## config.mk

```make
export PLATFORM = sky130hd
export DESIGN_NAME = pb_event_decoder_flat
export DESIGN_NICKNAME = d
export VERILOG_FILES = /design/src/rtl/pb_event_pkg.sv /design/src/rtl/pb_event_decoder_if.sv /design/src/rtl/pb_channel_fsm.sv /design/src/rtl/pb_event_decoder.sv /design/src/flat_wrapper.sv
export SDC_FILE = /design/constraint.sdc
export NUM_CORES = 1
export LEC_CHECK = 0
export ABC_AREA = 0
export BUFFER_PORTS_ARGS = -buffer_cell sky130_fd_sc_hd__buf_2
export CAP_MARGIN = 25
export CORE_MARGIN = 3
export CORE_UTILIZATION = 30
export DETAILED_ROUTE_END_ITERATION = 8
export GPL_TIMING_DRIVEN = 0
export SLEW_MARGIN = 20
export SYNTH_ARGS = -nofsm -noshare
export SYNTH_HDL_FRONTEND = slang
export SYNTH_SLANG_ARGS = --single-unit
```

## constraint.sdc

```tcl
create_clock -name clk -period 7 [get_ports clk]
set_clock_uncertainty 0.2 [all_clocks]
set_input_delay 1.4 -clock clk [delete_from_list [all_inputs] [get_ports clk]]
set_output_delay 1.4 -clock clk [all_outputs]
set_load 0.02 [all_outputs]
```

## src/rtl/pb_event_pkg.sv

```systemverilog
// Shared types for the push-button event decoder: channel state encoding,
// per-channel event bundle and a parameter range helper.
package pb_event_pkg;

  typedef enum logic [2:0] {
    IDLE,
    DEB1,
    PRESS1,
    LONG,
    GAP,
    DEB2,
    WAIT_REL
  } pb_state_t;

  typedef struct packed {
    logic short;
    logic long_;
    logic double_;
    logic held;
  } pb_evt_t;

  // True when v is representable in an unsigned counter of w bits.
  function automatic bit pb_fits(int unsigned v, int unsigned w);
    return (w >= 32) || (v < (32'd1 << w));
  endfunction

endpackage

```

## src/rtl/pb_event_decoder_if.sv

```systemverilog
// Button level inputs and per-channel event outputs of the decoder.
interface pb_event_decoder_if #(
  parameter int N_CH = 4
);
  logic [N_CH-1:0] pb;
  logic [N_CH-1:0] short_p;
  logic [N_CH-1:0] long_p;
  logic [N_CH-1:0] double_p;
  logic [N_CH-1:0] held;

  modport master (output pb, input short_p, long_p, double_p, held);
  modport slave  (input pb, output short_p, long_p, double_p, held);
endinterface

```

## src/rtl/pb_channel_fsm.sv

```systemverilog
// One button channel: 2-flop synchroniser, gesture FSM and shared timer.
// Events are registered so each pulse lasts exactly one cycle.
module pb_channel_fsm
  import pb_event_pkg::*;
#(
  parameter int DEBOUNCE_P = 300,
  parameter int LONG_T     = 5000,
  parameter int DCLICK_EN  = 1,
  parameter int DCLICK_T   = 2000,
  parameter int REPEAT_T   = 0,
  parameter int CNT_W      = 16
) (
  input  logic    clk,
  input  logic    rst,
  input  logic    pb,
  output pb_evt_t evt
);

  if (DEBOUNCE_P < 1 || LONG_T < 1 || DCLICK_T < 1 || REPEAT_T < 0) begin : g_bad_min
    $error("pb_channel_fsm: timing parameters out of range");
  end
  if (!pb_fits(DEBOUNCE_P, CNT_W) || !pb_fits(LONG_T, CNT_W) ||
      !pb_fits(DCLICK_T, CNT_W) || !pb_fits(REPEAT_T, CNT_W)) begin : g_bad_width
    $error("pb_channel_fsm: CNT_W too narrow for timing parameters");
  end

  localparam int REP_LAST_I = (REPEAT_T > 0) ? REPEAT_T - 1 : 0;
  localparam logic [CNT_W-1:0] DEB_LAST  = CNT_W'(DEBOUNCE_P - 1);
  localparam logic [CNT_W-1:0] LONG_LAST = CNT_W'(LONG_T - 1);
  localparam logic [CNT_W-1:0] DCLK_LAST = CNT_W'(DCLICK_T - 1);
  localparam logic [CNT_W-1:0] REP_LAST  = CNT_W'(REP_LAST_I);
  localparam logic [CNT_W-1:0] CNT_ONE   = CNT_W'(1);

  logic [1:0]       sync_q;
  logic             s_pb;
  pb_state_t        state_q, state_d;
  logic [CNT_W-1:0] cnt_q, cnt_d;
  pb_evt_t          evt_d;

  assign s_pb = sync_q[1];

  always_comb begin
    state_d = state_q;
    cnt_d   = cnt_q + CNT_ONE;
    evt_d   = '0;
    case (state_q)
      IDLE: if (s_pb) state_d = DEB1;
      DEB1: begin
        if (!s_pb)                 state_d = IDLE;
        else if (cnt_q == DEB_LAST) state_d = PRESS1;
      end
      PRESS1: begin
        if (!s_pb) begin
          if (DCLICK_EN != 0) state_d = GAP;
          else begin
            state_d     = IDLE;
            evt_d.short = 1'b1;
          end
        end else if (cnt_q == LONG_LAST) begin
          state_d     = LONG;
          evt_d.long_ = 1'b1;
        end
      end
      LONG: begin
        if (!s_pb) state_d = IDLE;
        else if (REPEAT_T > 0 && cnt_q == REP_LAST) begin
          evt_d.long_ = 1'b1;
          cnt_d       = '0;
        end else if (cnt_q == '1) cnt_d = cnt_q;
      end
      // A press landing on the expiry cycle beats the pending short_p.
      GAP: begin
        if (s_pb) state_d = DEB2;
        else if (cnt_q == DCLK_LAST) begin
          state_d     = IDLE;
          evt_d.short = 1'b1;
        end
      end
      DEB2: begin
        if (!s_pb) begin
          state_d     = IDLE;
          evt_d.short = 1'b1;
        end else if (cnt_q == DEB_LAST) begin
          state_d       = WAIT_REL;
          evt_d.double_ = 1'b1;
        end
      end
      WAIT_REL: if (!s_pb) state_d = IDLE;
      default:  state_d = IDLE;
    endcase
    if (state_d != state_q) cnt_d = '0;
    evt_d.held = (state_d == LONG);
  end

  always_ff @(posedge clk or posedge rst) begin
    if (rst) begin
      sync_q  <= '0;
      state_q <= IDLE;
      cnt_q   <= '0;
      evt     <= '0;
    end else begin
      sync_q  <= {sync_q[0], pb};
      state_q <= state_d;
      cnt_q   <= cnt_d;
      evt     <= evt_d;
    end
  end

endmodule

```

## src/rtl/pb_event_decoder.sv

```systemverilog
// Multi-channel push-button decoder: N_CH independent channel FSMs whose
// event bundles are unpacked onto the per-event output vectors.
module pb_event_decoder
  import pb_event_pkg::*;
#(
  parameter int N_CH       = 4,
  parameter int DEBOUNCE_P = 300,
  parameter int LONG_T     = 5000,
  parameter int DCLICK_EN  = 1,
  parameter int DCLICK_T   = 2000,
  parameter int REPEAT_T   = 0,
  parameter int CNT_W      = 16
) (
  input logic clk,
  input logic rst,
  pb_event_decoder_if.slave bus
);

  pb_evt_t [N_CH-1:0] evt;

  for (genvar i = 0; i < N_CH; i++) begin : g_ch
    pb_channel_fsm #(
      .DEBOUNCE_P (DEBOUNCE_P),
      .LONG_T     (LONG_T),
      .DCLICK_EN  (DCLICK_EN),
      .DCLICK_T   (DCLICK_T),
      .REPEAT_T   (REPEAT_T),
      .CNT_W      (CNT_W)
    ) u_fsm (
      .clk (clk),
      .rst (rst),
      .pb  (bus.pb[i]),
      .evt (evt[i])
    );
    assign bus.short_p[i]  = evt[i].short;
    assign bus.long_p[i]   = evt[i].long_;
    assign bus.double_p[i] = evt[i].double_;
    assign bus.held[i]     = evt[i].held;
  end

endmodule
```

## src/flat_wrapper.sv

```systemverilog
// flat-port wrapper written by rule: the top's interface ports become plain ports
module pb_event_decoder_flat import pb_event_pkg::*;
#(
  parameter int N_CH       = 4,
  parameter int DEBOUNCE_P = 300,
  parameter int LONG_T     = 5000,
  parameter int DCLICK_EN  = 1,
  parameter int DCLICK_T   = 2000,
  parameter int REPEAT_T   = 0,
  parameter int CNT_W      = 16
)
  (clk, rst, bus_pb, bus_short_p, bus_long_p, bus_double_p, bus_held);
  pb_event_decoder_if #(.N_CH(N_CH)) bus_i ();
  input logic clk;
  input logic rst;
  input wire logic [$bits(bus_i.pb)-1:0] bus_pb;
  output wire logic [$bits(bus_i.short_p)-1:0] bus_short_p;
  output wire logic [$bits(bus_i.long_p)-1:0] bus_long_p;
  output wire logic [$bits(bus_i.double_p)-1:0] bus_double_p;
  output wire logic [$bits(bus_i.held)-1:0] bus_held;
  assign bus_i.pb = bus_pb;
  assign bus_short_p = bus_i.short_p;
  assign bus_long_p = bus_i.long_p;
  assign bus_double_p = bus_i.double_p;
  assign bus_held = bus_i.held;
  pb_event_decoder #(.N_CH(N_CH), .DEBOUNCE_P(DEBOUNCE_P), .LONG_T(LONG_T), .DCLICK_EN(DCLICK_EN), .DCLICK_T(DCLICK_T), .REPEAT_T(REPEAT_T), .CNT_W(CNT_W)) u_core (.clk(clk), .rst(rst), .bus(bus_i));
endmodule
```

=== After elaboration in Yosys (flattened, before gate mapping) ===
Index checks and enable logic that the tools add are counted.

* Mux-type cells: 100
* Equal/unequal tests: 52
* $add $sub $neg: 4
* Reductions and logical operators: 8

{| class="wikitable"
|+ Operator list
! cell !! number
|-
| $mux W16 || 16
|-
| $mux W3 || 40
|-
| $pmux W3 S6 || 4
|-
| $add A16 B1 Y16 const B || 4
|-
| $eq A16 B11 Y1 const B || 4
|-
| $eq A16 B13 Y1 const B || 4
|-
| $eq A16 B16 Y1 const B || 4
|-
| $eq A16 B9 Y1 const B || 4
|-
| $eq A3 B2 Y1 const B || 12
|-
| $eq A3 B3 Y1 const B || 12
|-
| $mux W1 || 36
|-
| $ne A4 B4 Y1 const B || 4
|-
| $eq A3 B1 Y1 const B || 4
|-
| $logic_not A3 Y1 || 4
|-
| $ne A3 B3 Y1 || 4
|-
| $pmux W1 S2 || 4
|-
| $reduce_or A2 Y1 || 4
|}

* Register bits: 100
* Word-level logic and storage cells: 192
* Output and inout bits: 16
* Input port bits: 6

=== Logic depth before layout (Yosys ltp) ===
* Word-level depth: 6
* Mapped depth: 7
* Depth with buffers taken out: 6

=== By module ===
A second synthesis with hierarchy kept.

* Cell total of the unflattened synthesis: 586
* Area total of the unflattened synthesis: 5,560.3 µm²

{| class="wikitable"
|+ By module, submodules not included
! module !! area an instance (µm²) !! cells an instance !! seq. area each (µm²) !! instances
|-
| pb_channel_fsm at u_core.g_ch[1].u_fsm ... || 1,416.4 || 146 || 625.6 || 2
|-
| pb_channel_fsm at u_core.g_ch[0].u_fsm ... || 1,363.8 || 147 || 625.6 || 2
|}

=== Least setup slack after synthesis ===
Ideal clock, no wire load.

* Path type: reg-to-reg
* Start point: register u_core.g_ch[3].u_fsm.cnt_q[2]
* End point: register u_core.g_ch[3].u_fsm.cnt_q[1]
* Cell stages (with the launch flop): 8
* Path slack: 4.849 ns
* Data required time: 6.682 ns
* Clock period less this slack: 2.151 ns
* Library setup time: 0.118 ns
* Buffers on the path: 2
* Arrival time: 1.833 ns
* Cells stage by stage: dfrtp_1 buf_6 or4b_1 o41ai_2 o311ai_1 o211ai_2 buf_6 nor2_1

* Cells in the longest elaborated chain, start to end: 6
* Elaborated cells between the ends (all ways): 16
* Classes of those cells: eq/ne: 6; mux: 10

{| class="wikitable"
|+ Ends and longest elaborated chain
! what !! RTL line !! text
|-
| from (decl) || pb_channel_fsm.sv:37 || <nowiki>logic [CNT_W-1:0] cnt_q, cnt_d;</nowiki>
|-
| from (signal assigned) || pb_channel_fsm.sv:104 || <nowiki>cnt_q <= cnt_d;</nowiki>
|-
| $eq A16 B9 Y1, or another cell as far along || pb_channel_fsm.sv:50, pb_channel_fsm.sv:83 ||
|-
| $mux W3, on equally long branches (2 in series) || - ||
|-
| $pmux W3 S6 || pb_channel_fsm.sv:46 || <nowiki>case (state_q)</nowiki>
|-
| $ne A3 B3 Y1 || pb_channel_fsm.sv:91 || <nowiki>if (state_d != state_q) cnt_d = '0;</nowiki>
|-
| $ne A4 B4 Y1 (no source line) / $mux W16 (equally long branches) || - ||
|}

Several ways; a longest one is shown, not always the timed one.
A chain may end at the register's enable or synchronous reset.

=== Final worst setup path ===
* Start point: register u_core.g_ch[0].u_fsm.cnt_q[0]
* End point: register u_core.g_ch[0].u_fsm.cnt_q[0]

* Cells in the longest elaborated chain, start to end: 6
* Elaborated cells between the ends (all ways): 20
* Classes of those cells: add/sub: 1; eq/ne: 6; mux: 13

{| class="wikitable"
|+ Ends and longest elaborated chain
! what !! RTL line
|-
| from (decl) || pb_channel_fsm.sv:37
|-
| from (signal assigned) || pb_channel_fsm.sv:104
|-
| $eq A16 B9 Y1, or another cell as far along || pb_channel_fsm.sv:50, pb_channel_fsm.sv:83
|-
| $mux W3, on equally long branches (2 in series) || -
|-
| $pmux W3 S6 || pb_channel_fsm.sv:46
|-
| $ne A3 B3 Y1 || pb_channel_fsm.sv:91
|-
| $ne A4 B4 Y1 (no source line) / $mux W16 (equally long branches) || -
|}

Several ways; a longest one is shown, not always the timed one. The select of a mux whose other input is x is not followed.

==> qor.txt <==
Sink Count -> 100
Most numerous cell in the Yosys netlist -> dfrtp_1
Fin cells -> 846
Final net count -> 626
Die width -> 141 µm
Setup Fix Bufs, Post-CTS -> 0
Routed length per instance -> 13.7 µm
Max Buffers Root-to-Sink -> 2
RSZ-0062 raised after global routing -> no
Setup violators final -> 0
CTS tree -> yes
Adder-Cell Fraction of Synth Area -> 0.913%
Slew headroom -> 41.2%
Worst min-delay path class -> flip-flop to flip-flop
Post-synthesis mux area share -> 0.548%
Final Max Tran Viols -> 0
PwrDens -> 183 nW/µm²
CTS Hold Bufs -> 0
Crit end category -> flip-flop
CTS H-tree lvls -> 3
Max Freq -> 0.369 GHz
Worst path required time -> 7040 ps
Cell taking the most area after synthesis -> dfrtp_1
ANT cells -> 0
FF+latch area -> 2500 µm²
Avg Cell Area, Syn -> 9.41 µm²
Synth Area in XOR/XNOR -> 6.39%
Cell variety after synth -> 73
DRT Pass-1 Iters -> 5
Clock Pin Slew Worst Setup and Hold Paths -> 70 ps
Number of remaining DRC errors -> 0
Main combinational cell family by area after synthesis -> simple AND/OR/NAND/NOR gates
Root Buffer -> clkbuf_16
Outcome -> finished, final reports clean
Final Hold Vio Count -> 0
Simple-Gate Fraction of Synth Area -> 30.0%
Syn_nets -> 593
Final WL -> 11.6 mm
FFs w/ async S/R, synth -> 100%
CP Class -> flip-flop to flip-flop
Prevailing post-synth register cell -> dfrtp_1
Port Buffers -> 21
Initial antenna violation count -> 0
Seq/Total Area, Yosys -> 45.6%
Largest net degree at the start of global routing -> 64
Number of synthesized flops with an enable pin -> 0
ANT nets after route -> 0
Clk Latency, worst-skew pair -> 360 ps
Synth top area cells -> dfrtp_1 46%, nor2_1 5.3%, xnor2_1 4.0%, nand2_1 2.9%, nand3_1 2.6%
Number of global-route vias before repair -> 4151
Minimum clock period -> 2710 ps
Slew at the pin with the worst max-slew slack -> 874 ps
DP HPWL -> 8.00 mm
DP Cell Count -> 830
Initial core utilization -> 31.2%
Fin Setup TNS -> 0 ps
Max_cap viols -> 0
Iter 0 DRT Violations -> 385
Total number of vias -> 4472
Gate count of the mapped netlist -> 583
Grt total ovfl -> 0
Multi-input logic area -> 2770 µm²
Synth top cells by count -> 100 x dfrtp_1, 78 x nor2_1, 42 x nand2_1
CP Max Fanout -> 10
#FFs+latches synth -> 100
Global-route wire length before repair -> 20.0 mm
CP Data Arrival Time -> 2750 ps
Worst VDD drop -> 231 µV
Vias per inst -> 5.29
Total Routing Usage GR -> 12.0%
Ports -> 22
Share of cells above drive strength 1 -> 12.4%
# resized after CTS -> 0
Leak pwr -> 2.50 nW
Die Height -> 141 µm
Filler cell count in the final layout -> 1823
Core Footprint -> 17600 µm²
Die ar. -> 19900 µm²
Gpl congestion -> 0.856
CP Launch Type -> flip-flop
Synth warn -> 0
Area grow syn2layout -> 12.7%
Top cell type's share of synthesized area -> 45.6%
TritonCTS Buffers -> 9
Rows -> 48
Tcrit/Tclk final -> 38.8%
Complex-gate fraction of the synthesized area -> 12.6%
Synthesized area -> 5480 µm²
==> path summary, 6_finish.rpt <==
path / from / to / slack, ps / depth (start not counted)
setup / recovery: u_core.g_ch[0].u_fsm.cnt_q[0] / u_core.g_ch[0].u_fsm.cnt_q[0] / 4290 / 7
hold / removal: u_core.g_ch[2].u_fsm.sync_q[0] / u_core.g_ch[2].u_fsm.sync_q[1] / 160 / 0
setup reg to reg: u_core.g_ch[0].u_fsm.cnt_q[0] / u_core.g_ch[0].u_fsm.cnt_q[0] / 4290 / 7
hold reg to reg: u_core.g_ch[2].u_fsm.sync_q[0] / u_core.g_ch[2].u_fsm.sync_q[1] / 160 / 0
max in group asynchronous: rst / u_core.g_ch[2].u_fsm.cnt_q[2] / 5160 / 3
min in group asynchronous: rst / u_core.g_ch[3].u_fsm.evt[2] / 830 / 2
==> metal layers <==
layer	up-vias	global-route usage, %	routed length, µm
met5	-	0	0
met2	95	18.0	5030
met1	2158	16.8	5820
li1	2204	-	-
met3	15	3.09	535
met4	0	4.08	198
==> through the flow <==
stage               util, %  instance area [µm²]  power [mW]  worst slack [ps]  hold WS [ps]
floorplan                 -                 5480       0.655              2780           131
global placement       33.4                 5870       0.673              1500           136
detailed placement     33.5                 5900       0.675              4270           142
CTS                    35.1                 6180        1.16              4260           162
global route           35.1                 6180        1.18              4080           168
finish                 35.1                 6180        1.13              4290           158
==> cells in the final DEF (no fill, tap or decap), types with 4 or more instances in the layout <==
master,count
a211oi_1,11
a21oi_1,22
a31oi_1,5
and2_1,7
and3_1,14
and4_1,4
buf_2,31
buf_6,4
clkbuf_1,13
clkbuf_16,9
dfrtp_1,100
ha_1,4
inv_1,13
nand2_1,42
nand2b_1,9
nand3_1,29
nand4_1,13
nand4b_1,4
nor2_1,78
nor2b_1,5
nor3_1,23
nor3b_1,6
nor4_1,10
nor4_2,4
nor4b_1,6
o2111ai_1,7
o21ai_0,16
o31ai_1,7
or3_1,6
or4_1,12
xnor2_1,25
xor2_1,15
==> registers in the layout, indices dropped and copies added (netlist names) <==
| signal | count |
|---|---|
| u_core.g_ch.u_fsm.cnt_q | 64 |
| u_core.g_ch.u_fsm.evt | 16 |
| u_core.g_ch.u_fsm.state_q | 12 |
| u_core.g_ch.u_fsm.sync_q | 8 |
==> logic make-up after synthesis <==
logic type | count (synthesis)
buffers and inverters | 43
muxes | 3
and+or+nand+nor | 295
AOI/OAI and AO/OA | 98
DFF | 100
adders and majority gates | 4
xor gates and xnor gates | 40
==> where the power goes <==
group	switching, mW	total, mW	internal [mW]
logic	0.0431	0.0662	0.0231
registers	0.00874	0.596	0.587
clock network	0.227	0.470	0.244
==> worst max-delay path: stages, from the launching register on <==
cell and delay [ps]:
dfrtp_1 400, ha_1 320, nand2_1 210, nor3_1 200
nor4bb_1 480, a221o_1 430, buf_2 280, nor2_1 70
==> cell type report <==
class | instances | share of cell area, %
Multi-Input combinational cell | 440 | 44.8
Sequential cell | 100 | 40.5
Tap cell | 225 | 4.55
Clock buffer | 10 | 3.70
Buffer | 29 | 2.59
Timing Repair Buffer | 22 | 2.15
Inverter | 14 | 0.931
Clock inverter | 6 | 0.789
Power figures use the tool's default switching activity.
